[config.mk]
export PLATFORM = sky130hd
export DESIGN_NAME = sram_ecc_ctrl
export DESIGN_NICKNAME = d
export VERILOG_FILES = /design/src/rtl/sram_ecc_pkg.sv /design/src/rtl/sram_ecc_ctrl_scrub_timer.sv /design/src/rtl/sram_ecc_ctrl.sv
export SDC_FILE = /design/constraint.sdc
export NUM_CORES = 1
export LEC_CHECK = 0
export CAP_MARGIN = 20
export CORE_MARGIN = 1
export CORE_UTILIZATION = 38
export CTS_BUF_LIST = sky130_fd_sc_hd__clkbuf_8
export CTS_CLUSTER_SIZE = 16
export DETAILED_ROUTE_END_ITERATION = 16
export DONT_BUFFER_PORTS = 1
export SYNTH_ARGS = -nofsm -noshare
export SYNTH_HDL_FRONTEND = slang
export SYNTH_SLANG_ARGS = --single-unit
[constraint.sdc]
create_clock -name clk -period 3.6 [get_ports clk]
set_input_delay 0.72 -clock clk [delete_from_list [all_inputs] [get_ports clk]]
set_output_delay 0.72 -clock clk [all_outputs]
set_load 0.05 [all_outputs]
[src/rtl/sram_ecc_pkg.sv]
// Shared types and sizes for the ECC SRAM front-end and the memory it drives.
package sram_ecc_pkg;

    localparam int MEM_ADDR_W = 8;
    localparam int MEM_DATA_W = 8;

    typedef enum logic [2:0] {
        IDLE,
        RD,
        RESP,
        WR,
        SCRUB,
        FLUSH
    } state_t;

endpackage

[src/rtl/sram_ecc_ctrl_scrub_timer.sv]
// Free-running scrub interval timer; raises a single, non-accumulating
// scrub_pending flag every SCRUB_INTERVAL cycles while scrubbing is enabled.
module scrub_timer #(
    parameter int SCRUB_INTERVAL = 1024
) (
    input  logic clk,
    input  logic rst,
    input  logic scrub_en,
    input  logic clr_pending,
    output logic scrub_pending
);

    localparam int CNT_W = $clog2(SCRUB_INTERVAL);
    localparam logic [CNT_W-1:0] CNT_LAST = CNT_W'(SCRUB_INTERVAL - 1);

    logic [CNT_W-1:0] cnt_reg;
    logic             pending_reg;
    logic             terminal;

    assign terminal      = (cnt_reg == CNT_LAST);
    assign scrub_pending = pending_reg;

    // Count 0..SCRUB_INTERVAL-1; a terminal count while already pending is dropped.
    always_ff @(posedge clk) begin
        if (rst || !scrub_en) begin
            cnt_reg     <= '0;
            pending_reg <= 1'b0;
        end else begin
            cnt_reg <= terminal ? '0 : cnt_reg + 1'b1;
            if (clr_pending) begin
                pending_reg <= 1'b0;
            end else if (terminal) begin
                pending_reg <= 1'b1;
            end
        end
    end

endmodule

[src/rtl/sram_ecc_ctrl.sv]
// Host request serialiser and background scrubber in front of the Hamming
// protected SRAM. A FLUSH read is inserted before any write that follows a
// read, so the memory's deferred correction write-back is committed first and
// cannot override the host write on the same edge.
module sram_ecc_ctrl
    import sram_ecc_pkg::*;
#(
    parameter int ADDR_W         = MEM_ADDR_W,
    parameter int DATA_W         = MEM_DATA_W,
    parameter int SCRUB_INTERVAL = 1024
) (
    input  logic              clk,
    input  logic              rst,
    input  logic              req_valid,
    output logic              req_ready,
    input  logic              req_we,
    input  logic [ADDR_W-1:0] req_addr,
    input  logic [DATA_W-1:0] req_wdata,
    output logic              rsp_valid,
    output logic [DATA_W-1:0] rsp_rdata,
    input  logic              scrub_en,
    output logic              scrub_wrap,
    output logic              mem_enable,
    output logic              mem_we,
    output logic [ADDR_W-1:0] mem_addr,
    output logic [DATA_W-1:0] mem_wdata,
    input  logic [DATA_W-1:0] mem_rdata
);

    state_t            state_reg, state_next;
    logic [ADDR_W-1:0] req_addr_reg;
    logic [DATA_W-1:0] req_wdata_reg;
    logic              wr_pending_reg;   // a write is parked behind a FLUSH
    logic              rd_dirty_reg;     // memory may hold a pending write-back
    logic [ADDR_W-1:0] last_rd_addr_reg;
    logic [ADDR_W-1:0] scrub_addr_reg;
    logic              scrub_pending;
    logic              clr_pending;

    assign clr_pending = (state_reg == SCRUB);

    scrub_timer #(
        .SCRUB_INTERVAL(SCRUB_INTERVAL)
    ) u_timer (
        .clk          (clk),
        .rst          (rst),
        .scrub_en     (scrub_en),
        .clr_pending  (clr_pending),
        .scrub_pending(scrub_pending)
    );

    // Next-state decode; host requests take priority over a pending scrub.
    always_comb begin
        state_next = state_reg;
        case (state_reg)
            IDLE: begin
                if (req_valid) begin
                    if (!req_we) begin
                        state_next = RD;
                    end else begin
                        state_next = rd_dirty_reg ? FLUSH : WR;
                    end
                end else if (scrub_pending) begin
                    state_next = SCRUB;
                end
            end
            RD:      state_next = RESP;
            RESP:    state_next = IDLE;
            WR:      state_next = IDLE;
            SCRUB:   state_next = FLUSH;
            FLUSH:   state_next = wr_pending_reg ? WR : IDLE;
            default: state_next = IDLE;
        endcase
    end

    // State, latched request and scrub bookkeeping registers.
    always_ff @(posedge clk) begin
        if (rst) begin
            state_reg        <= IDLE;
            req_addr_reg     <= '0;
            req_wdata_reg    <= '0;
            wr_pending_reg   <= 1'b0;
            rd_dirty_reg     <= 1'b0;
            last_rd_addr_reg <= '0;
            scrub_addr_reg   <= '0;
        end else begin
            state_reg <= state_next;
            case (state_reg)
                IDLE: begin
                    if (req_valid) begin
                        req_addr_reg   <= req_addr;
                        req_wdata_reg  <= req_wdata;
                        wr_pending_reg <= req_we && rd_dirty_reg;
                    end
                end
                RD: begin
                    rd_dirty_reg     <= 1'b1;
                    last_rd_addr_reg <= req_addr_reg;
                end
                SCRUB: begin
                    last_rd_addr_reg <= scrub_addr_reg;
                    scrub_addr_reg   <= scrub_addr_reg + 1'b1;
                end
                FLUSH: begin
                    rd_dirty_reg   <= 1'b0;
                    wr_pending_reg <= 1'b0;
                end
                default: ;
            endcase
        end
    end

    // Output decode from registered state and latched fields only.
    always_comb begin
        req_ready  = (state_reg == IDLE);
        rsp_valid  = 1'b0;
        rsp_rdata  = '0;
        scrub_wrap = 1'b0;
        mem_enable = 1'b0;
        mem_we     = 1'b0;
        mem_addr   = '0;
        mem_wdata  = '0;
        case (state_reg)
            RD: begin
                mem_enable = 1'b1;
                mem_addr   = req_addr_reg;
            end
            RESP: begin
                rsp_valid = 1'b1;
                rsp_rdata = mem_rdata;
            end
            WR: begin
                mem_enable = 1'b1;
                mem_we     = 1'b1;
                mem_addr   = req_addr_reg;
                mem_wdata  = req_wdata_reg;
            end
            SCRUB: begin
                mem_enable = 1'b1;
                mem_addr   = scrub_addr_reg;
                scrub_wrap = &scrub_addr_reg;
            end
            FLUSH: begin
                mem_enable = 1'b1;
                mem_addr   = last_rd_addr_reg;
            end
            default: ;
        endcase
    end

endmodule
After elaboration in Yosys (flattened, before gate mapping) --
Index checks and enable logic that the tools add are counted.
Operators by class: reductions and logical operators 14, muxes and demuxes 17, add/subtract/negate cells 2, equality and inequality tests 8
Operator list (number):
- $pmux 8 s3 | 1
- $mux 8 | 2
- $pmux 8 s2 | 1
- $mux 3 | 4
- $pmux 3 s4 | 1
- $add 10x1->10 const B | 1
- $eq 10x10->1 const B | 1
- $add 8x1->8 const B | 1
- $reduce_and 8->1 | 1
- $eq 3x2->1 const B | 2
- $eq 3x3->1 const B | 2
- $reduce_bool 2->1 | 3
- $reduce_or 2->1 | 3
- $mux 1 | 5
- $pmux 1 s2 | 2
- $reduce_and 2->1 | 2
- $reduce_or 4->1 | 1
- $eq 3x1->1 const B | 1
- $logic_not 3->1 | 1
- $ne 3x2->1 const B | 1
- $mux 2 | 1
- $ne 2x2->1 const B | 1
- $logic_and 1x1->1 | 1
- $logic_not 1->1 | 1
- $logic_or 1x1->1 | 1
Word-level totals: flip-flop bits (word level) 48, word-level logic and storage cells 50, bits of input ports 29, output and inout bits 29

Depth between registers and ports, before layout --
depth after elaboration 4, depth in mapped cells 5

Cells and area by module --
From an unflattened synthesis, not the netlist that was laid out.
Second synthesis, totals: cells, all modules 298, area total of the unflattened synthesis 2444.8 um2
Modules (own cells, without submodules):
- sram_ecc_ctrl | instances 1, cells an instance 243, seq. area each 740.7 um2, area each 1946.9 um2
- scrub_timer | instances 1, cells an instance 55, seq. area each 220.2 um2, area each 498.0 um2

Worst setup path after synthesis --
No wires, ideal clock.
path type register -> output, start reg state_reg[0], end out mem_wdata[0], cell stages (with the launch flop) 5, buffers on the path 1, arrival 2581 ps, slack 299 ps, path through dfxtp_1 -> buf_2 -> inv_1 -> nor3_1 -> and2_1
Between the ends: longest elaborated chain between the ends 2
RTL lines:
- start, declared | RTL line sram_ecc_ctrl.sv:30 | state_t state_reg, state_next;
- start signal, assigned | RTL line sram_ecc_ctrl.sv:87 | state_reg <= state_next;
- $eq 3x2->1 | RTL line sram_ecc_ctrl.sv:123 | case (state_reg)
- $mux 8 | RTL line sram_ecc_ctrl.sv:123
- end, declared | RTL line sram_ecc_ctrl.sv:26 | output logic [DATA_W-1:0] mem_wdata,
No other way between the ends.

Worst setup path after layout --
start reg state_reg[1], end out mem_wdata[1]
Same word-level chain as after synthesis.

==> impl_metrics.ini <==
[outcome]
status = completed

[place]
dp_cells = 348
dp_hpwl_mm = 3.705
postPlaceCellArea_um2 = 2395
port_buffers = 0
pre_cts_slack_ns = 0.8946
gp_congestion = 0.7815

[sta]
period_needed_ns = 3.002
min_period_over_period_pct = 83.40
final.setup.worst_slack_ns = 0.5975
hold_violations = 0
slew_violations = 0
finClkSkew_ns = 0.009161
final-setup-viol-count = 0
rsz0062_at_grt = false
fmax_mhz = 333.1
worst_slew_pin_slew_ns = 1.006
setup_tns_ns = 0
max-slew-margin-rel_pct = 32.09

[worst_setup_path]
worst-r2r-setup-slack_ns = 1.52
path_cells = inv_1, nor3_2, and2_1
cpMaxStageDelayCell = dfxtp_1
rr_endpoint = scrub_addr_reg[7]$_SDFFE_PP0N_
path_class = flip-flop to primary output
worst_setup_path_end_kind = primary output
cp_slowest_stage_delay_ns = 0.74
critical_path_arrival_ns = 2.28
cp_max_fo = 23
timing.rr.start = state_reg[1]$_SDFFE_PP0P_
reg2reg_depth = 3
worstPathRequired_ns = 2.88
cp-start-kind = flip-flop

[synth]
synth-seq-cells = 48
ys.flop_type = dfxtp_1
yosys_warnings = 0
netlist_area_um2 = 2280
syn_inst = 283
synthArstFlopShare_pct = 0
ys_seq_area_share_pct = 42.15
synth_edf_count = 0
synth_fp_nets = 314
yosysUniqueCellTypes = 43
syn_area_per_cell_um2 = 8.055

[grt]
track_usage_pct = 18.37
grt_pass1_vias = 1909
grt_max_degree = 36
grt_pass1_wl_mm = 9.080
grt.overflow.total = 0
antenna_found_initial = 0

[floorplanning]
die_h_um = 79.46
floorplan.die.width_um = 79.46
rows = 27
die_area_um2 = 6313
core-area_um2 = 5642
initial_core_util_pct = 40.41
io_pins = 58

[clock_tree]
cts-resized-gates = 0
cts-buffers-inserted = 5
insertion_delay_ns = 0.30
htreeDepth = 2
clock_sinks = 48
hold_buffers = 0
cts_tree = yes
clock_path_buffers = 2
postCtsSetupRepairBufs = 0
root_buffer = clkbuf_8
path_clk_slew_ns = 0.09

[cells_and_area]
fillers = 571
fin_area_um2 = 2516
syn_to_final_growth_pct = 10.37
num_antenna_cells = 0
largest_register_ffs = 10
nNetsFinal = 314
final_layout_size_suffix_gt1_share_pct = 10.92
fin_cells = 356

[power]
p_int_uw = 851.3
p_leak_nw = 0.8832
combPwrFrac_pct = 16.7
power_frac_seq_pct = 48.8
powerDensity_nw_per_um2 = 476.4
clockPowerShare_pct = 34.5
power_switching_uw = 347.4
switching_share_pct = 28.98
peakVddDrop_uv = 244.5

[detailed_routing]
firstDrtPassIters = 4
dr.max_layer_used = met4
wl_met1_mm = 2.552
vias = 2031
met3_wirelength_um = 297
ant_nets = 0
finalWirelength_mm = 5.367
drc_errors = 0
via_per_inst = 5.705
route.met2.wl_mm = 2.429
drt_iter0_drc = 103
wire_per_inst_um = 15.08

[min_path]
hold_class = flip-flop to flip-flop
whs_endpoint = req_wdata_reg[4]$_SDFFE_PP0P_
min_from = req_wdata_reg[4]$_SDFFE_PP0P_
whs_path_depth = 2

[flow_run]
maxCapViolCount = 0
==> critical path: cells and delay by family, from the launching register on <==
family,cells,cell delay [ns]
flops,1,0.74
simple gates,2,1.03
buf+inv,1,0.22
==> metal layers <==
layer  global-route usage, %  vias to the layer above
met3                   4.343                        9
met1                   23.73                      956
met2                   29.66                       58
met5                       0                        -
met4                   6.545                        0
li1                        -                     1008
==> worst max-delay path by stage <==
stage	from	end	slack [ns]	cells past startpoint
after global placement	state_reg[1]$_SDFFE_PP0P_	mem_wdata[0]	0.99	3
final	state_reg[1]$_SDFFE_PP0P_	mem_wdata[1]	0.60	3
after CTS	state_reg[1]$_SDFFE_PP0P_	mem_wdata[1]	0.54	3
after floorplan	state_reg[0]$_SDFFE_PP0P_	mem_wdata[0]	0.30	4
after detailed placement	state_reg[1]$_SDFFE_PP0P_	mem_wdata[1]	0.89	3
after global routing	state_reg[1]$_SDFFE_PP0P_	mem_wdata[2]	0.37	3
==> synth_stat cells, types with 3 or more instances <==
cell type  number  area [um2]
a21oi_1        34       170.2
a22o_1         10       87.58
a22oi_1         8       60.06
and2_1          9       56.30
and3_1          8       50.05
buf_2           5       25.02
clkbuf_1       11       41.29
dfxtp_1        48       960.9
inv_1           9       33.78
nand2_1        42       157.7
nand3_1        13       65.06
nand4_1         3       18.77
nor2_1         14       52.55
nor2b_1         4       25.02
nor3_1          6       30.03
o21ai_0         9       45.04
o22ai_1         4       25.02
o31ai_1         4       30.03
or3_1           4       25.02
or4_1           4       30.03
xnor2_1         3       26.28
==> cells in the final DEF, fill, tap and decap left out, types with 6 or more instances in the layout <==
master    instances
dfxtp_1          48
nor2_1           14
a22oi_1           8
and3_1            8
clkbuf_8          6
nand2_1          42
inv_1             9
o21ai_0           8
nand3_1          13
a21oi_1          34
a22o_1           10
buf_4            11
and2_1            9
==> cells by family (layout without fill, tap and decap cells) <==
group	count (synthesis)	after routing	share of synthesized area, %
simple gates	120	120	27.11
compound gates	79	79	21.84
flops	48	48	42.15
buf+inv	27	28	4.884
xor+xnor	5	5	1.921
fa+ha+maj	2	2	1.098
mux	2	2	0.9879
==> power groups by stage <==
| stage | registers (mW) | clock network [mW] | logic, mW |
|---|---|---|---|
| 3_5_place_dp | 0.597 | 0 | 0.201 |
| 2_1_floorplan | 0.587 | 0 | 0.172 |
| 4_1_cts | 0.585 | 0.423 | 0.202 |
| 3_3_place_gp | 0.597 | 0 | 0.199 |
| 5_1_grt | 0.591 | 0.441 | 0.222 |
| 6_report | 0.585 | 0.413 | 0.200 |
==> stage by stage <==
step / hold slack (ns) / util (%) / total power [mW]
floorplan: 0.4298 / - / 0.7584
global placement: 0.4327 / 42.45 / 0.7960
detailed placement: 0.4385 / 42.45 / 0.7984
CTS: 0.4503 / 44.60 / 1.210
global route: 0.4666 / 44.60 / 1.254
finish: 0.4488 / 44.60 / 1.199
==> final cells by class <==
cell class | instances | area, um2 | area share, %
Multi-Input combinational cell | 208 | 1227 | 48.78
Sequential cell | 48 | 960.9 | 38.19
Tap cell | 72 | 90.09 | 3.580
Clock buffer | 6 | 82.58 | 3.282
Timing Repair Buffer | 11 | 82.58 | 3.282
Clock inverter | 2 | 38.79 | 1.542
Inverter | 9 | 33.78 | 1.343
No activity file was read; power rests on OpenSTA's default activity.
